**config.mk**
```make
export PLATFORM = sky130hd
export DESIGN_NAME = invntt_unload
export DESIGN_NICKNAME = d
export VERILOG_FILES = /design/src/rtl/kyber_pkg.sv /design/src/rtl/mont_reduce.sv /design/src/rtl/invntt_unload.sv
export SDC_FILE = /design/constraint.sdc
export NUM_CORES = 1
export LEC_CHECK = 0
export CAP_MARGIN = 20
export CORE_UTILIZATION = 43
export DETAILED_ROUTE_END_ITERATION = 10
export HOLD_SLACK_MARGIN = 0.12
export PLACE_DENSITY = 0.66
export SYNTH_ARGS = -nofsm -noshare
export SYNTH_HDL_FRONTEND = slang
export SYNTH_SLANG_ARGS = --single-unit
export TNS_END_PERCENT = 20
```
**constraint.sdc**
```tcl
create_clock -name clk -period 19.3 [get_ports clk]
set_input_delay 1.93 -clock clk [delete_from_list [all_inputs] [get_ports clk]]
set_output_delay 1.93 -clock clk [all_outputs]
set_load 0.02 [all_outputs]
```
**src/rtl/kyber_pkg.sv**
```systemverilog
// rtl/kyber_pkg.sv - shared Kyber constants and inverse-NTT unload state encoding
package kyber_pkg;

  localparam logic [11:0] KYBER_Q = 12'd3329;
  localparam logic [15:0] QINV    = 16'd62209;
  localparam logic [11:0] SCALE_F = 12'd1441;

  typedef enum logic [3:0] {
    ST_IDLE  = 4'b0001,
    ST_RUN   = 4'b0010,
    ST_DRAIN = 4'b0100,
    ST_DONE  = 4'b1000
  } unload_state_e;

endpackage

```
**src/rtl/mont_reduce.sv**
```systemverilog
// rtl/mont_reduce.sv - combinational Montgomery reduce (p * 2^-16 mod q) into [0,q)
module mont_reduce
  import kyber_pkg::*;
(
  input  logic [23:0] p_i,
  output logic [11:0] r_o
);

  logic [15:0] m;
  logic [28:0] sum;
  logic [12:0] t;

  // QINV is q^-1 mod 2^16, so m = -p*QINV makes p + m*q divisible by 2^16; t lands in [0, q+91).
  always_comb begin
    m   = 16'd0 - (p_i[15:0] * QINV);
    sum = 29'(p_i) + 29'(m) * 29'(KYBER_Q);
    t   = 13'(sum >> 16);
    r_o = (t >= 13'(KYBER_Q)) ? 12'(t - 13'(KYBER_Q)) : t[11:0];
  end

endmodule

```
**src/rtl/invntt_unload.sv**
```systemverilog
// rtl/invntt_unload.sv - drains the result RAM, scales by F in Montgomery form, streams out
module invntt_unload
  import kyber_pkg::*;
#(
  parameter int DEPTH  = 8,
  parameter int COEF_W = 16,
  parameter int FIFO_D = 4
) (
  input  logic              clk,
  input  logic              reset,
  input  logic              set_i,
  input  logic              start_i,
  output logic [DEPTH-1:0]  rd_addr_o,
  input  logic [COEF_W-1:0] rd_data_i,
  output logic [COEF_W-1:0] out_data_o,
  output logic              out_valid_o,
  input  logic              out_ready_i,
  output logic              full_out_o,
  output logic              busy_o
);

  localparam int CNTW = DEPTH + 1;
  localparam int PW   = $clog2(FIFO_D);
  localparam logic [CNTW-1:0] LAST = CNTW'((1 << DEPTH) - 1);

  unload_state_e   state_q, state_d;
  logic [CNTW-1:0] issue_cnt_q, issue_cnt_d;
  logic [CNTW-1:0] acc_cnt_q, acc_cnt_d;
  logic            dv_q, pv_q;
  logic [23:0]     p_q;
  logic [11:0]     r;
  logic [11:0]     fifo_q [FIFO_D];
  logic [PW-1:0]   wr_ptr_q, rd_ptr_q;
  logic [PW:0]     fifo_cnt_q;
  logic [PW+1:0]   credit;
  logic            issue, push, pop;
  logic            unused_rd_hi;

  assign unused_rd_hi = ^rd_data_i[COEF_W-1:12];

  mont_reduce u_mont_reduce (
    .p_i (p_q),
    .r_o (r)
  );

  // Credit counts FIFO entries plus reads still in the RAM/product stages, so the FIFO cannot overflow.
  assign credit      = (PW+2)'(fifo_cnt_q) + (PW+2)'(dv_q) + (PW+2)'(pv_q);
  assign issue       = (state_q == ST_RUN) && (credit < (PW+2)'(FIFO_D));
  assign push        = pv_q;
  assign out_valid_o = (fifo_cnt_q != '0);
  assign pop         = out_valid_o & out_ready_i;
  assign out_data_o  = out_valid_o ? {{(COEF_W-12){1'b0}}, fifo_q[rd_ptr_q]} : '0;
  assign rd_addr_o   = issue_cnt_q[DEPTH] ? {DEPTH{1'b1}} : issue_cnt_q[DEPTH-1:0];
  assign full_out_o  = (state_q == ST_DONE);
  assign busy_o      = (state_q == ST_RUN) || (state_q == ST_DRAIN);

  // Next-state and counter logic; a started drain always runs to completion.
  always_comb begin
    state_d     = state_q;
    issue_cnt_d = issue_cnt_q;
    acc_cnt_d   = acc_cnt_q;
    if (issue) issue_cnt_d = issue_cnt_q + CNTW'(1);
    if (pop)   acc_cnt_d   = acc_cnt_q + CNTW'(1);
    case (state_q)
      ST_IDLE: begin
        if (start_i) begin
          state_d     = ST_RUN;
          issue_cnt_d = '0;
          acc_cnt_d   = '0;
        end
      end
      ST_RUN: begin
        if (issue && (issue_cnt_q == LAST)) state_d = ST_DRAIN;
      end
      ST_DRAIN: begin
        if (pop && (acc_cnt_q == LAST)) state_d = ST_DONE;
      end
      ST_DONE: begin
        if (!start_i) begin
          state_d     = ST_IDLE;
          issue_cnt_d = '0;
          acc_cnt_d   = '0;
        end
      end
      default: state_d = ST_IDLE;
    endcase
  end

  // Control, pipeline and FIFO pointer registers, all stepped only when set_i is high.
  always_ff @(posedge clk or posedge reset) begin
    if (reset) begin
      state_q     <= ST_IDLE;
      issue_cnt_q <= '0;
      acc_cnt_q   <= '0;
      dv_q        <= 1'b0;
      pv_q        <= 1'b0;
      p_q         <= '0;
      wr_ptr_q    <= '0;
      rd_ptr_q    <= '0;
      fifo_cnt_q  <= '0;
    end else if (set_i) begin
      state_q     <= state_d;
      issue_cnt_q <= issue_cnt_d;
      acc_cnt_q   <= acc_cnt_d;
      dv_q        <= issue;
      pv_q        <= dv_q;
      if (dv_q) p_q <= 24'(rd_data_i[11:0]) * 24'(SCALE_F);
      if (push) wr_ptr_q <= wr_ptr_q + PW'(1);
      if (pop)  rd_ptr_q <= rd_ptr_q + PW'(1);
      fifo_cnt_q  <= fifo_cnt_q + (PW+1)'(push) - (PW+1)'(pop);
    end
  end

  // FIFO storage; stale entries are never visible because out_data is gated by out_valid.
  always_ff @(posedge clk) begin
    if (set_i && push) fifo_q[wr_ptr_q] <= r;
  end

endmodule
```
Yosys cells after proc, flatten, opt, wreduce, memory -nomap -nowiden. Memories as Yosys holds them, arrays and structs flattened. Index checks and enable logic that the tools add are counted. W data, S select, Z words.

Add/subtract/negate cells: 11. Mux-type cells: 18. Equality and inequality tests: 10. Bitwise logic cells: 1. $lt $le $gt $ge: 2. Reductions and logical operators: 10. Multiply operators: 3.

Operator list (number): $mux W9 (6); $pmux W9 S2 (2); $add A23 B28 Y29 (1); $mul A16 B12 Y28 const B (1); $mux W12 (2); $mul A12 B11 Y23 const B (1); $add A9 B1 Y9 const B (2); $eq A9 B8 Y1 const B (2); $mul A16 B13 Y16 const B (1); $mux W4 (4); $pmux W4 S4 (1); $sub A1 B16 Y16 const A (1); $ge A13 B12 Y1 const B (1); $sub A12 B12 Y12 const B (1); $mux W8 (1); $reduce_and A2 Y1 (3); $reduce_and A5 Y1 (1); $add A2 B1 Y2 const B (2); $add A3 B1 Y4 (1); $add A4 B1 Y4 (1); $eq A4 B1 Y1 const B (1); $eq A4 B2 Y1 const B (1); $eq A4 B3 Y1 const B (1); $eq A4 B4 Y1 const B (1); other kinds (10) (16).

Bits of input ports: 21. Output and inout bits: 27. Logic and storage cells: 65. Register bits: 54. Memories: 1. Memory bits (writable): 48.

Memories: fifo_q (depth 4, width 12, rd ports 1, clocked after memory_dff 0, wr ports 1, line invntt_unload.sv:32) `logic [11:0] fifo_q [FIFO_D];`.

Depth between registers and ports, before layout. Gate-level depths: netlist (run 1).

Depth after elaboration: 7. Mapped depth: 37. Mapped depth without buffers: 37.

Modules after synthesis. A second synthesis (run 1) with hierarchy kept.

Cell total of the unflattened synthesis: 1170. Area total of the unflattened synthesis: 11746.3 sq um.

Modules (own cells, without submodules): invntt_unload (instances 1, cells each 541, sequential area each 2793.9 sq um, area each 6346.1 sq um); mont_reduce (instances 1, cells each 629, sequential area each 0.0 sq um, area each 5400.2 sq um).

Worst setup path after synthesis (run 1). Ideal clock, no wire load.

Kind: register to register. Start: register p_q[5]. End: memory fifo_q[0][6], data pin. Library setup time: 284 ps. Arrival time: 8261 ps. Path slack: 10755 ps. Cell stages (with the launch flop): 34. Cells stage by stage: dfrtp_1 > inv_1 > ha_1 > inv_1 > fa_1 > inv_1 > fa_1 > inv_1 > fa_1 > ha_1 > fa_1 > inv_1 > ha_1 > inv_1 > a211oi_1 > nor2_1 > xnor2_1 > ha_1 > ha_1 > fa_1 > inv_1 > fa_1 > inv_1 > ha_1 > and4_1 > o211ai_1 > o211ai_2 > a211o_2 > a2111oi_4 > a311oi_2 > o31ai_4 > o21ai_4 > nor4b_2 > xnor2_1.

Longest elaborated chain between the ends: 6. Elaborated cells on any way between the ends: 7. Those cells by class: add/sub (3); mul (2); order compare (1); mux (1).

Ends and longest elaborated chain: start, declared (line invntt_unload.sv:30) `logic [23:0] p_q;`; start signal, assigned (line invntt_unload.sv:107) `if (dv_q) p_q <= 24'(rd_data_i[11:0]) * 24'(SCALE_F);`; $mul A16 B13 Y16 (line mont_reduce.sv:15) `m = 16'd0 - (p_i[15:0] * QINV);`; $sub A1 B16 Y16 (line mont_reduce.sv:15); $mul A16 B12 Y28 (line mont_reduce.sv:16) `sum = 29'(p_i) + 29'(m) * 29'(KYBER_Q);`; $add A23 B28 Y29 * (line mont_reduce.sv:16); $sub A12 B12 Y12 / $ge A13 B12 Y1 (equally long branches) (line mont_reduce.sv:18) `r_o = (t >= 13'(KYBER_Q)) ? 12'(t - 13'(KYBER_Q)) : t[11:0];`; $mux W12 * (line mont_reduce.sv:18); net r[6] (line invntt_unload.sv:31) `logic [11:0] r;`; end, declared (line invntt_unload.sv:32).

The timed path passes the listed nets; every way through them passes the cells marked *.

Final worst setup path (run 1).
Start: register p_q[0]. End: memory fifo_q[2][1], data pin.

Same word-level chain as after synthesis.

==> results of run 1 <==
[area by class of cell]
| type | instances | area [µm²] |
|---|---|---|
| Clock buffer | 9 | 225 |
| Clock inverter | 7 | 81.3 |
| Fill cell | 2421 | 13600 |
| Inverter | 216 | 811 |
| Multi-Input combinational cell | 788 | 7690 |
| Sequential cell | 102 | 2790 |
| Tap cell | 335 | 419 |
| Timing Repair Buffer | 41 | 405 |
[cell families (layout without fill, tap and decap cells)]
logic type      after synthesis  in the layout  synth area share
flops                       102            102             0.245
fa+ha+maj                   296            296             0.369
compound gates              166            166             0.105
buf+inv                     243            273            0.0837
other cells                   1              4          0.000328
xor+xnor                     66             66            0.0506
mux                          32             32            0.0428
simple gates                224            224             0.104
[per-stage QoR]
step | hold WS, ns | cells | cell area [µm²]
after floorplan | 0.450 | 1133 | 11400
after global placement | 0.466 | 1482 | 12100
after detailed placement | 0.473 | 1482 | 12100
after CTS | 0.489 | 1498 | 12400
after global routing | 0.538 | 1498 | 12400
final | 0.481 | 1498 | 12400
[sequential cells by signal, indices dropped and copies added, names as in the netlist]
name,flops
acc_cnt_q,9
dv_q,1
fifo_cnt_q,3
fifo_q,48
issue_cnt_q,9
p_q,23
push,1
rd_ptr_q,2
state_q,4
wr_ptr_q,2
[cells in the final DEF (no fill, tap or decap), types with 5 or more instances in the layout]
cell type,instances
xor2_1,23
nand2_1,45
mux4_2,12
fa_1,69
clkbuf_16,9
dfrtp_1,53
clkdlybuf4s50_1,39
nor2_1,50
mux2_2,14
xnor2_1,43
or2_2,12
or3_1,6
a21oi_1,38
and2_1,21
a211oi_1,8
edfxtp_1,48
o21a_1,7
nand4_1,10
nand3_1,17
mux2i_1,5
and3_1,12
o21ai_0,34
nor3_1,15
a21o_1,23
inv_1,215
nand3b_1,5
o21bai_1,5
ha_1,227
[worst min path at each step]
| stage | startpoint | to |
|---|---|---|
| final | p_q[21] | p_q[21] |
| after global routing | p_q[20] | p_q[20] |
| after CTS | p_q[21] | p_q[21] |
| after detailed placement | p_q[21] | p_q[21] |
| after global placement | p_q[21] | p_q[21] |
| after floorplan | p_q[18] | p_q[18] |
[routing by layer]
layer | track usage | up-vias
met5 | 0 | -
met3 | 0.0208 | 16
met2 | 0.302 | 77
li1 | - | 3891
met1 | 0.213 | 3750
met4 | 0.0396 | 0
[critical path, delay by kind of cell (launching register included)]
kind / cells / cell delay [ns]
flops: 1 / 0.68
simple gates: 4 / 0.69
xor+xnor: 1 / 0.27
mux: 1 / 0.43
fa+ha+maj: 10 / 3.88
compound gates: 13 / 3.14
buf+inv: 6 / 0.50
==> run summary, run 1 <==
Die height: 165 µm
CTS Hold Bufs: 0
Final Slew Violations: 0
GRT overflow: 0
Reg2reg setup slack: 9.46 ns
Hold crit path type: reg2reg
Chip width: 165 µm
Yosys reg bits: 102
Most numerous cell in the Yosys netlist: ha_1
# diodes: 0
Mean routed wirelength per cell: 14.2 µm
R2R Path Start: p_q[0]
Yosys warning count: 0
Port Buffers: 39
Clk_skew: 0.0127 ns
WL met1: 10000 µm
Crit path required time: 19.43 ns
Highest routed layer: met4
Initial DRC Count: 388
Number of global-route vias before repair: 7808
Largest net degree at the start of global routing: 55
Clock Path Buffers: 2
Post-Syn Area per Cell: 10.1 µm²
Cells on worst reg2reg path: 35
CTS Sinks: 102
Main synth FF type: dfrtp_1
Number of flops mapped to enable cells by yosys: 48
CTS H-tree lvls: 3
CP endpoint: fifo_q[2][1]
Slowest CP cell: dfrtp_1
Syn Inst Count: 1130
Fin crit period: 9.84 ns
Row count: 59
DR WL met3: 384 µm
Initial Util: 0.438
Hold Path Depth: 2
Setup CP Type: reg2reg
Setup Viol. Count Final: 0
Clock slew at reported path FFs: 0.08 ns
Io pins: 48
First-pass GRT wire length: 36400 µm
Placement Setup Slack: 9.45 ns
Core area: 0.0261 mm²
WL final: 21300 µm
Reg2reg end: fifo_q[2][1]
Post-CTS Setup Inserts: 0
Dpl hpwl: 17600 µm
Fin. Hold Viols: 0
CP endpoint kind: register
Antenna-violating nets left: 0
Post-synth top area share: 0.249
Least-Margin Pin Slew: 0.830 ns
Commonest cells post-synth: ha_1 (227), inv_1 (216), fa_1 (69)
Crit. Startpoint: p_q[0]
Yosys cell types: 82
Skew-Pair Late Insertion Delay: 0.36 ns
DIE AREA: 0.0272 mm²
Vias: 7734
Root buffer cell: clkbuf_16
RSZ-0062 raised after global routing: false
Area grow syn2layout: 8.73%
CTS tree: yes
Cts repair resizes: 0
Final core occ: 0.477
Vias per cell: 5.16
Final TNS setup: 0 ns
Max frequency: 102 MHz
Critical Path Fanout Max: 11
Synth area leaders: ha_1 (25%), edfxtp_1 (13%), fa_1 (12%)
Final net count: 1475
Tot GR Track Use: 0.168
Outcome: completed
Worst path max stage delay: 0.68 ns
Num CTS Buffers: 9
CP arrival: 9.97 ns
TritonRoute pass-1 iters: 5
Fin crit share: 0.510
Share of layout cells above drive strength 1: 0.0731
Met2 WL: 10700 µm
Startpoint Class: register
Sequential share of the synthesized area: 0.245
Initial antenna violation count: 0
Netlist Area Pre-Place: 0.0114 mm²
Number of max-cap violations: 0
Dominant cell type by area after synthesis: ha_1
Fin worst setup slack: 9.46 ns
Slew Limit Headroom: 0.446
DRC viols: 0
Async S/R FF share, synth: 0.529
Routability Congestion: 0.859
Power of run 1 is not shown: default switching activity piles up to over one toggle a cycle in this logic, so the estimate is an artifact.
==> inputs of run 2 (changes only) <==
==> constraint.sdc (replaced) <==
create_clock -name clk -period 9.3 [get_ports clk]
set_input_delay 0.93 -clock clk [delete_from_list [all_inputs] [get_ports clk]]
set_output_delay 0.93 -clock clk [all_outputs]
set_load 0.02 [all_outputs]
==> run 2 against run 1 <==
  * Worst setup slack got worse by 8.9 ns
  * Fmax up 12%
  * Utilization is 1.2 points higher
  * Die area unchanged
  * Count of clock-buffer cells in the layout unchanged
  * Final area increased by 2.6%
  * Routed wire length is 0.23% higher
  * First-iteration DRC count fell by 14%
  * Largest cell class unchanged
==> run summary, run 2 (same netlist as run 1, synthesis figures left out) <==
Outcome: completed (unchanged)
Clock Path Buffers: 2 (unchanged)
Final net count: 1494 (was 1475)
First-pass GRT wire length: 36100 µm (was 36400 µm)
Die height: 165 µm (unchanged)
Tot GR Track Use: 0.166 (was 0.168)
Root buffer cell: clkbuf_16 (unchanged)
Num CTS Buffers: 9 (unchanged)
Area grow syn2layout: 11.5% (was 8.73%)
Vias per cell: 5.11 (was 5.16)
Core area: 0.0261 mm² (unchanged)
Clock slew at reported path FFs: 0.07 ns (was 0.08 ns)
Largest net degree at the start of global routing: 55 (unchanged)
Setup CP Type: reg2reg (unchanged)
Slew Limit Headroom: 0.462 (was 0.446)
Commonest cells after routing, fill and taps aside: ha_1 (226), inv_1 (215), fa_1 (69), dfrtp_1 (53), nor2_1 (50) (was ha_1 (227), inv_1 (215), fa_1 (69), dfrtp_1 (53), nor2_1 (50))
Fin crit period: 8.76 ns (was 9.84 ns)
GRT overflow: 0 (unchanged)
Worst path max stage delay: 0.53 ns (was 0.68 ns)
Least-Margin Pin Slew: 0.807 ns (was 0.830 ns)
CTS Hold Bufs: 0 (unchanged)
CP endpoint kind: register (unchanged)
Fin. Hold Viols: 0 (unchanged)
Setup Viol. Count Final: 0 (unchanged)
CP arrival: 8.86 ns (was 9.97 ns)
Reg2reg setup slack: 0.54 ns (was 9.46 ns)
CTS Sinks: 102 (unchanged)
Port Buffers: 39 (unchanged)
Startpoint Class: register (unchanged)
Largest regs: fifo_q: 48 flops, p_q: 23 flops (unchanged)
Fillers: 2381 (was 2421)
CTS tree: yes (unchanged)
Most used cell, CP: inv_1
Commonest non-fill, non-tap cell in the layout: ha_1 (unchanged)
Worst Path Buf+Inv: 8 (was 6)
Io pins: 48 (unchanged)
Initial antenna violation count: 0 (unchanged)
Number of max-cap violations: 0 (unchanged)
Max frequency: 114 MHz (was 102 MHz)
TritonRoute pass-1 iters: 5 (unchanged)
Fin crit share: 0.942 (was 0.510)
CTS H-tree lvls: 3 (unchanged)
Crit path required time: 9.40 ns (was 19.43 ns)
RSZ-0062 raised after global routing: false (unchanged)
Register area: 0.00279 mm² (unchanged)
Multi-input gate area: 0.00788 mm² (was 0.00769 mm²)
Cell family with most CP delay: adder cells (unchanged)
Final Slew Violations: 0 (unchanged)
Number of global-route vias before repair: 7653 (was 7808)
Clk_skew: 0.0121 ns (was 0.0127 ns)
# diodes: 0 (unchanged)
Largest register FFs: 48 (unchanged)
Final TNS setup: 0 ns (unchanged)
Initial Util: 0.438 (unchanged)
DIE AREA: 0.0272 mm² (unchanged)
Chip width: 165 µm (unchanged)
DRC viols: 0 (unchanged)
Vias: 7750 (was 7734)
Slowest CP cell: fa_1 (was dfrtp_1)
Critical Path Fanout Max: 5 (was 11)
Hold crit path type: reg2reg (unchanged)
Biggest register: fifo_q (unchanged)
Row count: 59 (unchanged)
Dpl hpwl: 17700 µm (was 17600 µm)
Antenna-violating nets left: 0 (unchanged)
Share of layout cells above drive strength 1: 0.104 (was 0.0731)
Skew-Pair Late Insertion Delay: 0.35 ns (was 0.36 ns)
Initial DRC Count: 332 (was 388)
Routability Congestion: 0.850 (was 0.859)
WL final: 21300 µm (about the same)
Mean routed wirelength per cell: 14.1 µm (was 14.2 µm)
[run 2: changes by cell type in the layout (fill, tap and decap cells not counted), sizes merged]
cell | previous run | this run
buf | 2 | 20
clkinvlp | 0 | 1
clkinv | 1 | 2
inv | 222 | 220
o21ai | 38 | 39
[run 2: metrics by stage]
stage | utilization | cells | setup WS, ns | hold WS [ns] | area, µm²
floorplan | - | 1133 | 0.755 | 0.450 | 11400
global placement | 0.469 | 1496 | 0.450 | 0.466 | 12200
detailed placement | 0.469 | 1496 | 0.316 | 0.475 | 12200
CTS | 0.480 | 1512 | 0.302 | 0.492 | 12500
global route | 0.489 | 1517 | 0.0217 | 0.507 | 12700
finish | 0.489 | 1517 | 0.536 | 0.484 | 12700
[run 2: worst paths after layout]
path,startpoint,endpoint,cells after the start
setup reg to reg,p_q[5],fifo_q[0][11],33
hold / removal,p_q[18],p_q[18],2
min in group asynchronous,reset,issue_cnt_q[2],3
hold reg to reg,p_q[18],p_q[18],2
max in group asynchronous,reset,p_q[9],3
setup / recovery,p_q[5],fifo_q[0][11],33
[run 2: layout make-up]
| cell class | count | area share |
|---|---|---|
| tap | 335 | 0.0329 |
| inverter | 216 | 0.0636 |
| clock inverter | 7 | 0.00569 |
| timing repair buffer | 59 | 0.0424 |
| sequential | 102 | 0.219 |
| multi-input combinational | 789 | 0.618 |
| clock buffer | 9 | 0.0177 |
[run 2: metal layers]
layer  GRT usage  share of wire
met5           0              0
met2       0.286           0.49
met3      0.0211          0.018
met1       0.220           0.48
met4      0.0359          0.012
[run 2: repair_timing]
item                                   CTS  global route
setup endpoints to repair                0            48
buffers inserted                         0             4
resized for setup                        0            28
endpoints found under the hold margin    0             0
[run 2: worst reg2reg max path, delay by kind of cell (launching register included)]
| kind | cells | cell delay [ns] |
|---|---|---|
| AND/OR/NAND/NOR | 3 | 0.56 |
| flip-flops | 1 | 0.35 |
| buffers and inverters | 8 | 0.48 |
| XOR/XNOR | 1 | 0.23 |
| AO/OA/AOI/OAI | 7 | 1.30 |
| adder cells (fa/ha/maj) | 12 | 4.80 |
| multiplexers | 2 | 0.78 |
Power of run 2 is left out for the same reason.
==> inputs of run 3 (changes only) <==
--- a/config.mk
+++ b/config.mk
@@ -9,7 +9,7 @@
 export CORE_UTILIZATION = 43
 export DETAILED_ROUTE_END_ITERATION = 10
 export HOLD_SLACK_MARGIN = 0.12
-export PLACE_DENSITY = 0.66
+export PLACE_DENSITY = 0.68
 export SYNTH_ARGS = -nofsm -noshare
 export SYNTH_HDL_FRONTEND = slang
 export SYNTH_SLANG_ARGS = --single-unit
==> constraint.sdc (replaced) <==
create_clock -name clk -period 7.3 [get_ports clk]
set_input_delay 0.73 -clock clk [delete_from_list [all_inputs] [get_ports clk]]
set_output_delay 0.73 -clock clk [all_outputs]
set_load 0.02 [all_outputs]
==> run 3 against run 2 <==
  * The run now ends with negative setup slack left
  * Clock skew grew 0.0061 ns
  * Final area grew 10%
  * Die area is the same
  * Fmax grew 6.0%
  * Sequential cell count is the same
  * Via count grew 6.9%
  * Worst setup slack lost 1.5 ns
  * Register-to-register slack lost 1.5 ns
  * Count of clock-buffer cells in the layout is the same
  * Non-clock buffer count grew 129
  * Critical path depth shrank 1
  * First-iteration DRC count shrank 15%
  * Highest routed layer unchanged
==> run summary, run 3 (same netlist as run 1, synthesis figures left out) <==
Outcome: finished with violations (was completed)
Violated checks: negative setup slack
Initial DRC Count: 281 (was 332)
Port Buffers: 39 (unchanged)
Max frequency: 121 MHz (was 114 MHz)
Fin crit period: 8.27 ns (was 8.76 ns)
Root buffer cell: clkbuf_16 (unchanged)
TritonRoute pass-1 iters: 4 (was 5)
Clk_skew: 0.0182 ns (was 0.0121 ns)
Final Slew Violations: 0 (unchanged)
DRC viols: 0 (unchanged)
Final net count: 1622 (was 1494)
Largest register FFs: 48 (unchanged)
Least-Margin Pin Slew: 0.846 ns (was 0.807 ns)
CTS Hold Bufs: 0 (unchanged)
Worst path max stage delay: 0.54 ns (was 0.53 ns)
Dpl hpwl: 19600 µm (was 17700 µm)
Io pins: 48 (unchanged)
Cell family with most CP delay: adder cells (unchanged)
Clock Path Buffers: 2 (unchanged)
Vias per cell: 5.04 (was 5.11)
WL final: 23500 µm (was 21300 µm)
Slowest CP cell: fa_1 (unchanged)
Row count: 59 (unchanged)
Slew Limit Headroom: 0.436 (was 0.462)
Share of layout cells above drive strength 1: 0.227 (was 0.104)
DIE AREA: 0.0272 mm² (unchanged)
CTS tree: yes (unchanged)
Largest regs: fifo_q: 48 flops, p_q: 23 flops (unchanged)
Fillers: 2239 (was 2381)
Tot GR Track Use: 0.180 (was 0.166)
# diodes: 0 (unchanged)
Reg2reg setup slack: -0.97 ns (was 0.54 ns)
Cells on worst reg2reg path: 32 (was 33)
Routability Congestion: 0.894 (was 0.850)
Biggest register: fifo_q (unchanged)
HP Start: p_q[19] (was p_q[18])
Most used cell, CP: ha_1 (was inv_1)
GRT overflow: 0 (unchanged)
Commonest cells after routing, fill and taps aside: ha_1 (213), inv_1 (208), buf_4 (147), fa_1 (68), dfrtp_1 (52) (was ha_1 (226), inv_1 (215), fa_1 (69), dfrtp_1 (53), nor2_1 (50))
Critical Path Fanout Max: 9 (was 5)
CP arrival: 8.36 ns (was 8.86 ns)
Area post-placement: 0.0133 mm² (was 0.0122 mm²)
Fin worst setup slack: -0.971 ns (was 0.536 ns)
Crit path required time: 7.39 ns (was 9.40 ns)
Startpoint Class: register (unchanged)
Area grow syn2layout: 23.0% (was 11.5%)
Hold worst-path end: p_q[19] (was p_q[18])
Setup Viol. Count Final: 48 (was 0)
CTS Sinks: 102 (unchanged)
Clock slew at reported path FFs: 0.08 ns (was 0.07 ns)
Hold crit path type: reg2reg (unchanged)
Fin crit share: 1.13 (was 0.942)
Reg2reg end: fifo_q[0][6] (was fifo_q[0][11])
Design Area, Final: 0.0141 mm² (was 0.0127 mm²)
DP Cell Count: 1620 (was 1496)
CP endpoint kind: register (unchanged)
Antenna-violating nets left: 0 (unchanged)
Crit. Startpoint: p_q[4] (was p_q[5])
Initial Util: 0.438 (unchanged)
Vias: 8287 (was 7750)
Setup CP Type: reg2reg (unchanged)
Mean routed wirelength per cell: 14.3 µm (was 14.1 µm)
Number of global-route vias before repair: 8178 (was 7653)
Largest net degree at the start of global routing: 55 (unchanged)
Chip width: 165 µm (unchanged)
Hold Path Depth: 2 (unchanged)
Commonest non-fill, non-tap cell in the layout: ha_1 (unchanged)
Num CTS Buffers: 9 (unchanged)
CTS H-tree lvls: 3 (unchanged)
Number of max-cap violations: 0 (unchanged)
Worst Path Buf+Inv: 5 (was 8)
RSZ-0062 raised after global routing: true (was false)
Initial antenna violation count: 0 (unchanged)
First-pass GRT wire length: 38700 µm (was 36100 µm)
R2R Path Start: p_q[4] (was p_q[5])
Final Instance Count excl. Fillers: 1645 (was 1517)
Fin. Hold Viols: 0 (unchanged)
Core area: 0.0261 mm² (unchanged)
Die height: 165 µm (unchanged)
Skew-Pair Late Insertion Delay: 0.37 ns (was 0.35 ns)
## run 3: cell types whose count changed in the layout (fill, tap and decap cells not counted), moves of 4 or more
| cell | before | now |
|---|---|---|
| nor2_1 | 50 | 46 |
| o21ai_0 | 33 | 28 |
| ha_4 | 1 | 11 |
| buf_4 | 20 | 147 |
| ha_1 | 226 | 213 |
| inv_1 | 215 | 208 |
| inv_2 | 1 | 7 |
## run 3: through the flow
stage / TNS, ns / hold slack [ns] / setup WS [ns] / util
finish: -41.66 / 0.482 / -0.971 / 0.539
global route: -54.72 / 0.504 / -1.23 / 0.539
CTS: -44.12 / 0.488 / -0.994 / 0.532
detailed placement: -52.61 / 0.471 / -1.14 / 0.511
global placement: -43.82 / 0.467 / -0.953 / 0.511
floorplan: -28.05 / 0.450 / -0.669 / -
## run 3: worst max-delay path by stage
stage	end	cells past startpoint	slack, ns
after floorplan	fifo_q[0][11]	33	-0.67
after detailed placement	fifo_q[3][7]	31	-1.14
after global routing	fifo_q[0][6]	34	-1.23
after global placement	fifo_q[0][4]	31	-0.95
after CTS	fifo_q[1][11]	33	-0.99
final	fifo_q[0][6]	32	-0.97
## run 3: cell type report
| cell class | count | area [µm²] | share of cell area |
|---|---|---|---|
| multi-input cells | 788 | 8190 | 0.582 |
| flip-flops and latches | 102 | 2800 | 0.199 |
| repair buffers | 188 | 1530 | 0.109 |
| inverters | 216 | 813 | 0.0579 |
| well taps | 335 | 419 | 0.0298 |
| clock buffers | 9 | 225 | 0.0160 |
| clock inverters | 7 | 91.3 | 0.00650 |
## run 3: worst min-delay path: stages (launching register included)
cell     delay [ns]
dfrtp_1        0.34
nand2_1        0.05
o21ai_0        0.06
## run 3: repair_timing
item | 4_1_cts | 5_1_grt
pin swaps | 19 | 15
buffers inserted | 6 | 3
gates resized for setup | 28 | 28
setup endpoints to repair | 48 | 48
## run 3: layer usage
layer / GRT usage / vias up / wire (µm)
met3: 0.0229 / 20 / 486
met2: 0.322 / 69 / 12100
met4: 0.0342 / 0 / 205
li1: - / 4186 / -
met5: 0 / - / 0
met1: 0.232 / 4012 / 10700
Power of run 3 is left out for the same reason.
